**config.mk**
```make
export PLATFORM = sky130hd
export DESIGN_NAME = apb_completer_regs
export DESIGN_NICKNAME = d
export VERILOG_FILES = /design/src/rtl/apb_pkg.sv /design/src/rtl/apb_wait_counter.sv /design/src/rtl/apb_completer_regs.sv
export SDC_FILE = /design/constraint.sdc
export NUM_CORES = 1
export LEC_CHECK = 0
export BUFFER_PORTS_ARGS = -buffer_cell sky130_fd_sc_hd__buf_2
export CAP_MARGIN = 20
export CORE_AREA = 5 5 278 280
export CTS_BUF_LIST = sky130_fd_sc_hd__clkbuf_8
export CTS_CLUSTER_SIZE = 30
export DETAILED_ROUTE_END_ITERATION = 8
export DIE_AREA = 0 0 283 285
export PLACE_DENSITY = 0.54
export SYNTH_ARGS = -nofsm -noshare
export SYNTH_HDL_FRONTEND = slang
export SYNTH_SLANG_ARGS = --single-unit
```
**constraint.sdc**
```tcl
create_clock -name PCLK -period 35.9 [get_ports PCLK]
set_input_delay 3.59 -clock PCLK [delete_from_list [all_inputs] [get_ports PCLK]]
set_output_delay 3.59 -clock PCLK [all_outputs]
set_load 0.05 [all_outputs]
```
**src/rtl/apb_pkg.sv**
```systemverilog
// Shared definitions for APB completers.
//   apb_state_e : completer transfer FSM states (IDLE/WAIT/RESP)
//   strb_width  : byte-lane count for a given data width
//   byte_merge  : merge new bytes into an old word under a byte strobe
// byte_merge works on a fixed maximum width; callers zero-extend their
// operands and truncate the result back to their own data width.
package apb_pkg;

  typedef enum logic [1:0] {
    ST_IDLE = 2'd0,
    ST_WAIT = 2'd1,
    ST_RESP = 2'd2
  } apb_state_e;

  localparam int MaxDataWidth = 256;

  function automatic int strb_width(input int data_width);
    return data_width / 8;
  endfunction

  function automatic logic [MaxDataWidth-1:0] byte_merge(
    input logic [MaxDataWidth-1:0]   old_word,
    input logic [MaxDataWidth-1:0]   new_word,
    input logic [MaxDataWidth/8-1:0] strb
  );
    logic [MaxDataWidth-1:0] res;
    res = old_word;
    for (int b = 0; b < MaxDataWidth/8; b++)
      if (strb[b]) res[b*8 +: 8] = new_word[b*8 +: 8];
    return res;
  endfunction

endpackage

```
**src/rtl/apb_wait_counter.sv**
```systemverilog
// Loadable down-counter used to time APB wait states.
//   PCLK, reset : clock, async active-high reset
//   load        : load load_val (takes priority over en)
//   load_val    : number of wait cycles to count
//   en          : decrement by one (saturates at 0)
//   done        : count is 1, i.e. this is the last wait cycle
module apb_wait_counter (
  input  logic       PCLK,
  input  logic       reset,
  input  logic       load,
  input  logic [3:0] load_val,
  input  logic       en,
  output logic       done
);

  logic [3:0] cnt_q, cnt_d;

  always_comb begin
    cnt_d = cnt_q;
    if (load)                    cnt_d = load_val;
    else if (en && cnt_q != '0)  cnt_d = cnt_q - 4'd1;
  end

  always_ff @(posedge PCLK or posedge reset) begin
    if (reset) cnt_q <= '0;
    else       cnt_q <= cnt_d;
  end

  assign done = (cnt_q == 4'd1);

endmodule

```
**src/rtl/apb_completer_regs.sv**
```systemverilog
// APB completer with a bank of Depth byte-strobed read/write registers and
// a fixed number of wait states.
//   PCLK, reset         : clock, async active-high reset
//   PSEL, PENABLE       : requester select / access phase
//   PWRITE, PADDR       : direction, byte address
//   PWDATA, PSTRB       : write data, byte-lane enables
//   PREADY              : high for exactly the completing access cycle
//   PRDATA              : read data, valid only while PREADY is high
module apb_completer_regs
  import apb_pkg::*;
#(
  parameter int DataWidth  = 32,
  parameter int AddrWidth  = 32,
  parameter int Depth      = 16,
  parameter int WaitStates = 0
) (
  input  logic                   PCLK,
  input  logic                   reset,
  input  logic                   PSEL,
  input  logic                   PENABLE,
  input  logic                   PWRITE,
  input  logic [AddrWidth-1:0]   PADDR,
  input  logic [DataWidth-1:0]   PWDATA,
  input  logic [DataWidth/8-1:0] PSTRB,
  output logic                   PREADY,
  output logic [DataWidth-1:0]   PRDATA
);

  localparam int StrbWidth = strb_width(DataWidth);
  localparam int OffW      = $clog2(StrbWidth);
  localparam int IdxW      = $clog2(Depth);

  apb_state_e state_q, state_d;
  logic [DataWidth-1:0]            prdata_q, prdata_d;
  logic [Depth-1:0][DataWidth-1:0] regs_q, regs_d;

  logic            cnt_load, cnt_en, cnt_done;
  logic [IdxW-1:0] idx;
  logic            hit;
  logic [DataWidth-1:0] rd_word;

  // Byte offset bits are dropped; anything above the index must be zero.
  assign idx = PADDR[OffW +: IdxW];
  assign hit = ((PADDR >> (OffW + IdxW)) == '0);

  apb_wait_counter u_wait_cnt (
    .PCLK     (PCLK),
    .reset    (reset),
    .load     (cnt_load),
    .load_val (4'(WaitStates)),
    .en       (cnt_en),
    .done     (cnt_done)
  );

  always_comb begin
    state_d  = state_q;
    prdata_d = prdata_q;
    regs_d   = regs_q;
    cnt_load = 1'b0;
    cnt_en   = 1'b0;
    rd_word  = (!PWRITE && hit) ? regs_q[idx] : '0;

    case (state_q)
      ST_IDLE: begin
        // PSEL with PENABLE already high is not a setup phase; ignore it.
        if (PSEL && !PENABLE) begin
          if (WaitStates == 0) begin
            state_d  = ST_RESP;
            prdata_d = rd_word;
          end else begin
            state_d  = ST_WAIT;
            cnt_load = 1'b1;
          end
        end
      end
      ST_WAIT: begin
        if (!PSEL) begin
          state_d  = ST_IDLE;
          prdata_d = '0;
        end else if (cnt_done) begin
          state_d  = ST_RESP;
          prdata_d = rd_word;
        end else begin
          cnt_en = 1'b1;
        end
      end
      ST_RESP: begin
        // Write commits here, after PRDATA was loaded, so a transfer never
        // reads back its own write.
        state_d  = ST_IDLE;
        prdata_d = '0;
        if (PWRITE && hit)
          regs_d[idx] = DataWidth'(byte_merge(MaxDataWidth'(regs_q[idx]),
                                              MaxDataWidth'(PWDATA),
                                              (MaxDataWidth/8)'(PSTRB)));
      end
      default: state_d = ST_IDLE;
    endcase
  end

  always_ff @(posedge PCLK or posedge reset) begin
    if (reset) begin
      state_q  <= ST_IDLE;
      prdata_q <= '0;
      regs_q   <= '0;
    end else begin
      state_q  <= state_d;
      prdata_q <= prdata_d;
      regs_q   <= regs_d;
    end
  end

  assign PREADY = (state_q == ST_RESP);
  assign PRDATA = prdata_q;

endmodule

```
After elaboration in Yosys (flattened, before gate mapping)
Index checks and enable logic that the tools add are counted.

storage, ports and cells
  logic and storage cells = 70
  flip-flop bits (word level) = 550
  output and inout bits = 33

cells by class
  multiplexer cells = 29
  reduce and logical (&&, ||, !) cells = 14
  equal/unequal tests = 5
  $add $sub $neg = 1
  order comparisons = 2

operator list
  kind                   count
  $bwmux W512            1
  $mux W32               6
  $bmux W32 S4           1
  $demux W32 S4          1
  $mux W8                12
  $pmux W32 S3           1
  $logic_not A32 Y1      1
  $mux W2                3
  $logic_and A1 B1 Y1    5
  $lt A4 B5 Y1 const B   1
  $eq A4 B1 Y1 const B   1
  $ge A4 B1 Y1 const B   1
  $pmux W2 S2            1
  $reduce_and A2 Y1      2
  $reduce_bool A4 Y1     1
  $sub A4 B1 Y4 const B  1
  $mux W1                3
  $ne A3 B3 Y1 const B   1
  $reduce_and A3 Y1      1
  $reduce_bool A3 Y1     1
  $eq A2 B1 Y1 const B   1
  $eq A2 B2 Y1 const B   1
  $logic_not A1 Y1       2
  $logic_not A2 Y1       1
  $ne A2 B2 Y1 const B   1

Depth between registers and ports, before layout
  depth after elaboration = 6
  depth in mapped cells = 9
  gate-level depth less buffers = 5

Worst setup path before layout
Ideal clock, no wire load.

  kind = input to register
  from = in PADDR[21]
  to = reg regs_q[107] (netlist name)
  cell stages on the path = 6
  arrival = 5.212 ns
  slack = 30.564 ns
  library setup time = 0.125 ns
  cells stage by stage = nor4_1 > and4_4 > nand2_4 > nor4_4 > buf_6 > mux2_2

between the ends
  cells in the longest elaborated chain, start to end = 3

ends and longest elaborated chain
  item                         RTL line                   source
  start: declaration           apb_completer_regs.sv:22   input logic [AddrWidth-1:0] PADDR,
  $logic_not A32 Y1            apb_completer_regs.sv:44   assign hit = ((PADDR >> (OffW + IdxW)) == '0);
  $logic_and A1 B1 Y1          apb_completer_regs.sv:92   if (PWRITE && hit)
  $reduce_and A2 Y1 (no line)  --
  end signal: assignment       apb_completer_regs.sv:109  regs_q <= regs_d;
  end: declaration             apb_completer_regs.sv:35   logic [Depth-1:0][DataWidth-1:0] regs_q, regs_d;

Every way passes these cells.
A chain may end at the register's enable or synchronous reset.

Final worst setup path
  from = in PADDR[3]
  to = reg regs_q[235] (netlist name)

between the ends
  cells in the longest elaborated chain, start to end = 6
  elaborated cells on any way between the ends = 11

ends and longest elaborated chain
  item                            RTL line                  source
  $bmux W32 S4                    apb_completer_regs.sv:93  regs_d[idx] = DataWidth'(byte_merge(MaxDataWidth'(regs_q[idx]),
  $mux W32 (implied by the code)  apb_completer_regs.sv:93
  $mux W8                         apb_pkg.sv:29             if (strb[b]) res[b*8 +: 8] = new_word[b*8 +: 8];
  $mux W8                         apb_completer_regs.sv:92
  $mux W8                         apb_completer_regs.sv:63  case (state_q)
  $bwmux W512 (*)                 apb_completer_regs.sv:93

Every way passes the cells marked *; elsewhere a longest branch is shown, timed or not. The select of a mux whose other input is x is not followed.

==> qor.yml <==
clocking:
  cts_setup_buffers: 0
  clockBufferDepth: 3
  cts_buffers: 91
  clockRootBuffer: "clkbuf_8"
  clkTransAtPathRegs_ns: 0.06
  cts_tree: "done"
  clock_sinks: 545
  post_cts_resized: 0
  clock_latency_ns: 0.70
  htreeDepth: 3
  holdBufCountCts: 0
yosys:
  netlist_instances: 1877
  async_flop_share_pct: 100
  synthSimpleGateAreaFrac_pct: 3.93
  synthAdderAreaFrac_pct: 0
  syn-cell-area_sq_um: 25700
  syn_nets: 1950
  synth_xor_area_share_pct: 0
  yosys.area.top_type: "dfrtp_1"
  synth_area_leaders: "dfrtp_1, mux2_2, mux2i_1"
  synth_top_family_by_area: "multiplexers"
  synth-edff-count: 0
  synth_mux_area_share_pct: 31.0
  yosysWarnings: 0
  seq_area_frac_synth_pct: 53.0
  ys.flop_type: "dfrtp_1"
  avgSynthCellArea_sq_um: 13.7
  synth_compound_area_share_pct: 8.80
  yosysUniqueCellTypes: 47
  synth.top_cell.area_share_pct: 53.0
  synth-seq-cells: 545
timing:
  hold_viol: 0
  finalSetupTns_ns: 0
  min_period_over_period_pct: 18.7
  setup_violations: 0
  fin_crit_ns: 6.70
  worst_slack_ns: 29.20
  slew_violations: 0
  fmax_mhz: 149
  worst_pin_slew_ns: 1.20
  rsz0062_at_grt: "false"
  timing.slew.headroom_pct: 19.4
  clock_skew_ns: 0.0371
global_route:
  met1_usage_pct: 23.0
  busiest_layer: "met2"
  grt-ovfl-total: 0
  grt_use_total_pct: 17.2
  grt_pass1_wl_um: 109000
  grt_max_degree: 177
  grt_util_met3_pct: 2.74
  gr-usage-met2_pct: 28.2
  grt_pass1_vias: 17555
  antenna_found_initial: 4
setup_path:
  crit_type: "primary input to register"
  endpoint_kind: "register"
  r2r_start: "state_q[1]$_DFFE_PP0P_"
  path_buf_inv: 3
  cp-start-kind: "primary input"
  crit_start: "PADDR[3]"
  cpMaxStageDelayCell: "buf_4"
  cpLargestDelayFamily: "buffers and inverters"
  rrSetupSlack_ns: 32.95
  worstRegToRegCells: 5
  timing.rr.end: "regs_q[132]$_DFFE_PP0P_"
  required_ns: 36.47
  crit_chain: "buf_8, buf_12, buf_4, mux2i_1, a22oi_1, a32o_1, a31o_2, mux2_2"
  path_depth: 8
  critical_path_arrival_ns: 7.28
  critPathCapture: "regs_q[235]$_DFFE_PP0P_"
  worstPathMaxFanout: 131
  worst_path_largest_cell_delay_ns: 0.83
finish:
  num-fill-cells: 7000
  drive_above_1_share_pct: 39.7
  area_growth_pct: 12.5
  final_util_pct: 39.0
  num-nets-final: 2054
  final_cell_mix: "dfrtp_1, mux2_2, mux2i_1"
  layout_commonest_cell: "dfrtp_1"
routing:
  drt.antenna.violating_nets: 0
  routed_wl_um: 70100
  avgRoutedWirePerCell_um: 23.2
  vias_per_cell: 5.43
  drcViolationCount: 0
  drt_iter0_drc: 1022
  dr.pass1.iters: 4
  via_count: 16412
floorplan:
  io_pins: 106
  fp.dieH_um: 285
  core_region_area_sq_um: 74200
  rows: 100
  dieArea_sq_um: 80700
  start_util_pct: 34.7
  die_w_um: 283
pwr:
  p_per_area_nw_per_um2: 43.3
  pwr-share-comb_pct: 7.3
  pwr-share-seq_pct: 49.1
  p_clk_share_pct: 43.6
  cellLeakagePower_nw: 14.5
  p_sw_share_pct: 25.4
  vdd_drop_max_mv: 0.0219
  p_int_mw: 0.934
  power.switching_mw: 0.318
placement:
  io_buffers: 103
  gp_congestion: 0.756
  preCtsSetupSlack_ns: 28.38
  dp_hpwl_um: 42000
flow_run:
  drv_cap: 0
status:
  status: "completed"
hold_path:
  hp-class: "register to register"
-- layer usage --
layer | vias up | share of wire (%)
met4 | 0 | 3.1
met2 | 378 | 48
met3 | 109 | 4.0
met5 | - | 0
met1 | 8692 | 45
li1 | 7233 | -
-- power groups by stage --
| stage | logic, mW | registers (mW) | clock network [mW] |
|---|---|---|---|
| final | 0.0915 | 0.615 | 0.546 |
| after detailed placement | 0.0906 | 0.626 | 0 |
| after global placement | 0.0892 | 0.626 | 0 |
| after CTS | 0.0908 | 0.615 | 0.565 |
| after global routing | 0.0995 | 0.614 | 0.594 |
| after floorplan | 0.0602 | 0.626 | 0 |
-- worst min path at each step --
stage	from	to	slack, ns	depth (start not counted)
finish	regs_q[44]$_DFFE_PP0P_	regs_q[44]$_DFFE_PP0P_	0.49	1
global route	regs_q[42]$_DFFE_PP0P_	regs_q[42]$_DFFE_PP0P_	0.51	1
CTS	regs_q[44]$_DFFE_PP0P_	regs_q[44]$_DFFE_PP0P_	0.49	1
detailed placement	regs_q[44]$_DFFE_PP0P_	regs_q[44]$_DFFE_PP0P_	0.47	1
global placement	regs_q[10]$_DFFE_PP0P_	regs_q[10]$_DFFE_PP0P_	0.47	1
floorplan	regs_q[10]$_DFFE_PP0P_	regs_q[10]$_DFFE_PP0P_	0.46	1
-- flip-flops by register name (all words and copies together) (netlist names) --
signal / count
regs_q: 512
PRDATA: 32
state_q: 1
-- synth_stat cells (2+ instances only) --
| master | n |
|---|---|
| buf_2 | 55 |
| buf_1 | 7 |
| a31o_1 | 4 |
| dfrtp_1 | 545 |
| nand3_1 | 35 |
| nand4_1 | 6 |
| a32o_1 | 15 |
| clkbuf_1 | 15 |
| nand2_1 | 45 |
| inv_1 | 2 |
| a21oi_2 | 4 |
| a31o_4 | 15 |
| nor2b_1 | 9 |
| buf_4 | 34 |
| buf_6 | 18 |
| a32o_2 | 14 |
| a41o_1 | 3 |
| nor4_1 | 9 |
| a22oi_1 | 121 |
| o21ai_0 | 32 |
| nor4_4 | 4 |
| nor4bb_1 | 3 |
| nor2_2 | 8 |
| and2_1 | 5 |
| mux2_2 | 470 |
| mux2i_1 | 256 |
| a22o_1 | 32 |
| and3_1 | 4 |
| nor2_1 | 39 |
| a31o_2 | 9 |
| a21oi_1 | 33 |
| mux2_1 | 10 |
| clkbuf_2 | 2 |
-- logic make-up (layout without fill, tap and decap cells) --
family                 Yosys count  after routing
multiplexers                   736            736
flip-flops                     545            545
AO/OA/AOI/OAI                  282            282
AND/OR/NAND/NOR                181            181
buffers and inverters          133            305
other                            0              2
-- per-stage QoR --
stage / total power [mW] / hold WS, ns / cell area, sq um / cells
floorplan: 0.687 / 0.457 / 25700 / 1877
global placement: 0.715 / 0.467 / 27000 / 2851
detailed placement: 0.716 / 0.474 / 27000 / 2853
CTS: 1.27 / 0.488 / 28800 / 3014
global route: 1.31 / 0.509 / 28900 / 3020
finish: 1.25 / 0.486 / 28900 / 3020
-- area by class of cell --
cell class / instances / area, sq um / share of cell area (%)
flip-flops and latches: 545 / 13600 / 47.1
multi-input cells: 1199 / 11300 / 39.2
clock buffers: 117 / 1610 / 5.57
well taps: 969 / 1210 / 4.19
repair buffers: 142 / 901 / 3.11
clock inverters: 44 / 213 / 0.735
inverters: 2 / 15.0 / 0.0519
diodes: 2 / 5.00 / 0.0173
No activity file was read; power rests on OpenSTA's default activity.
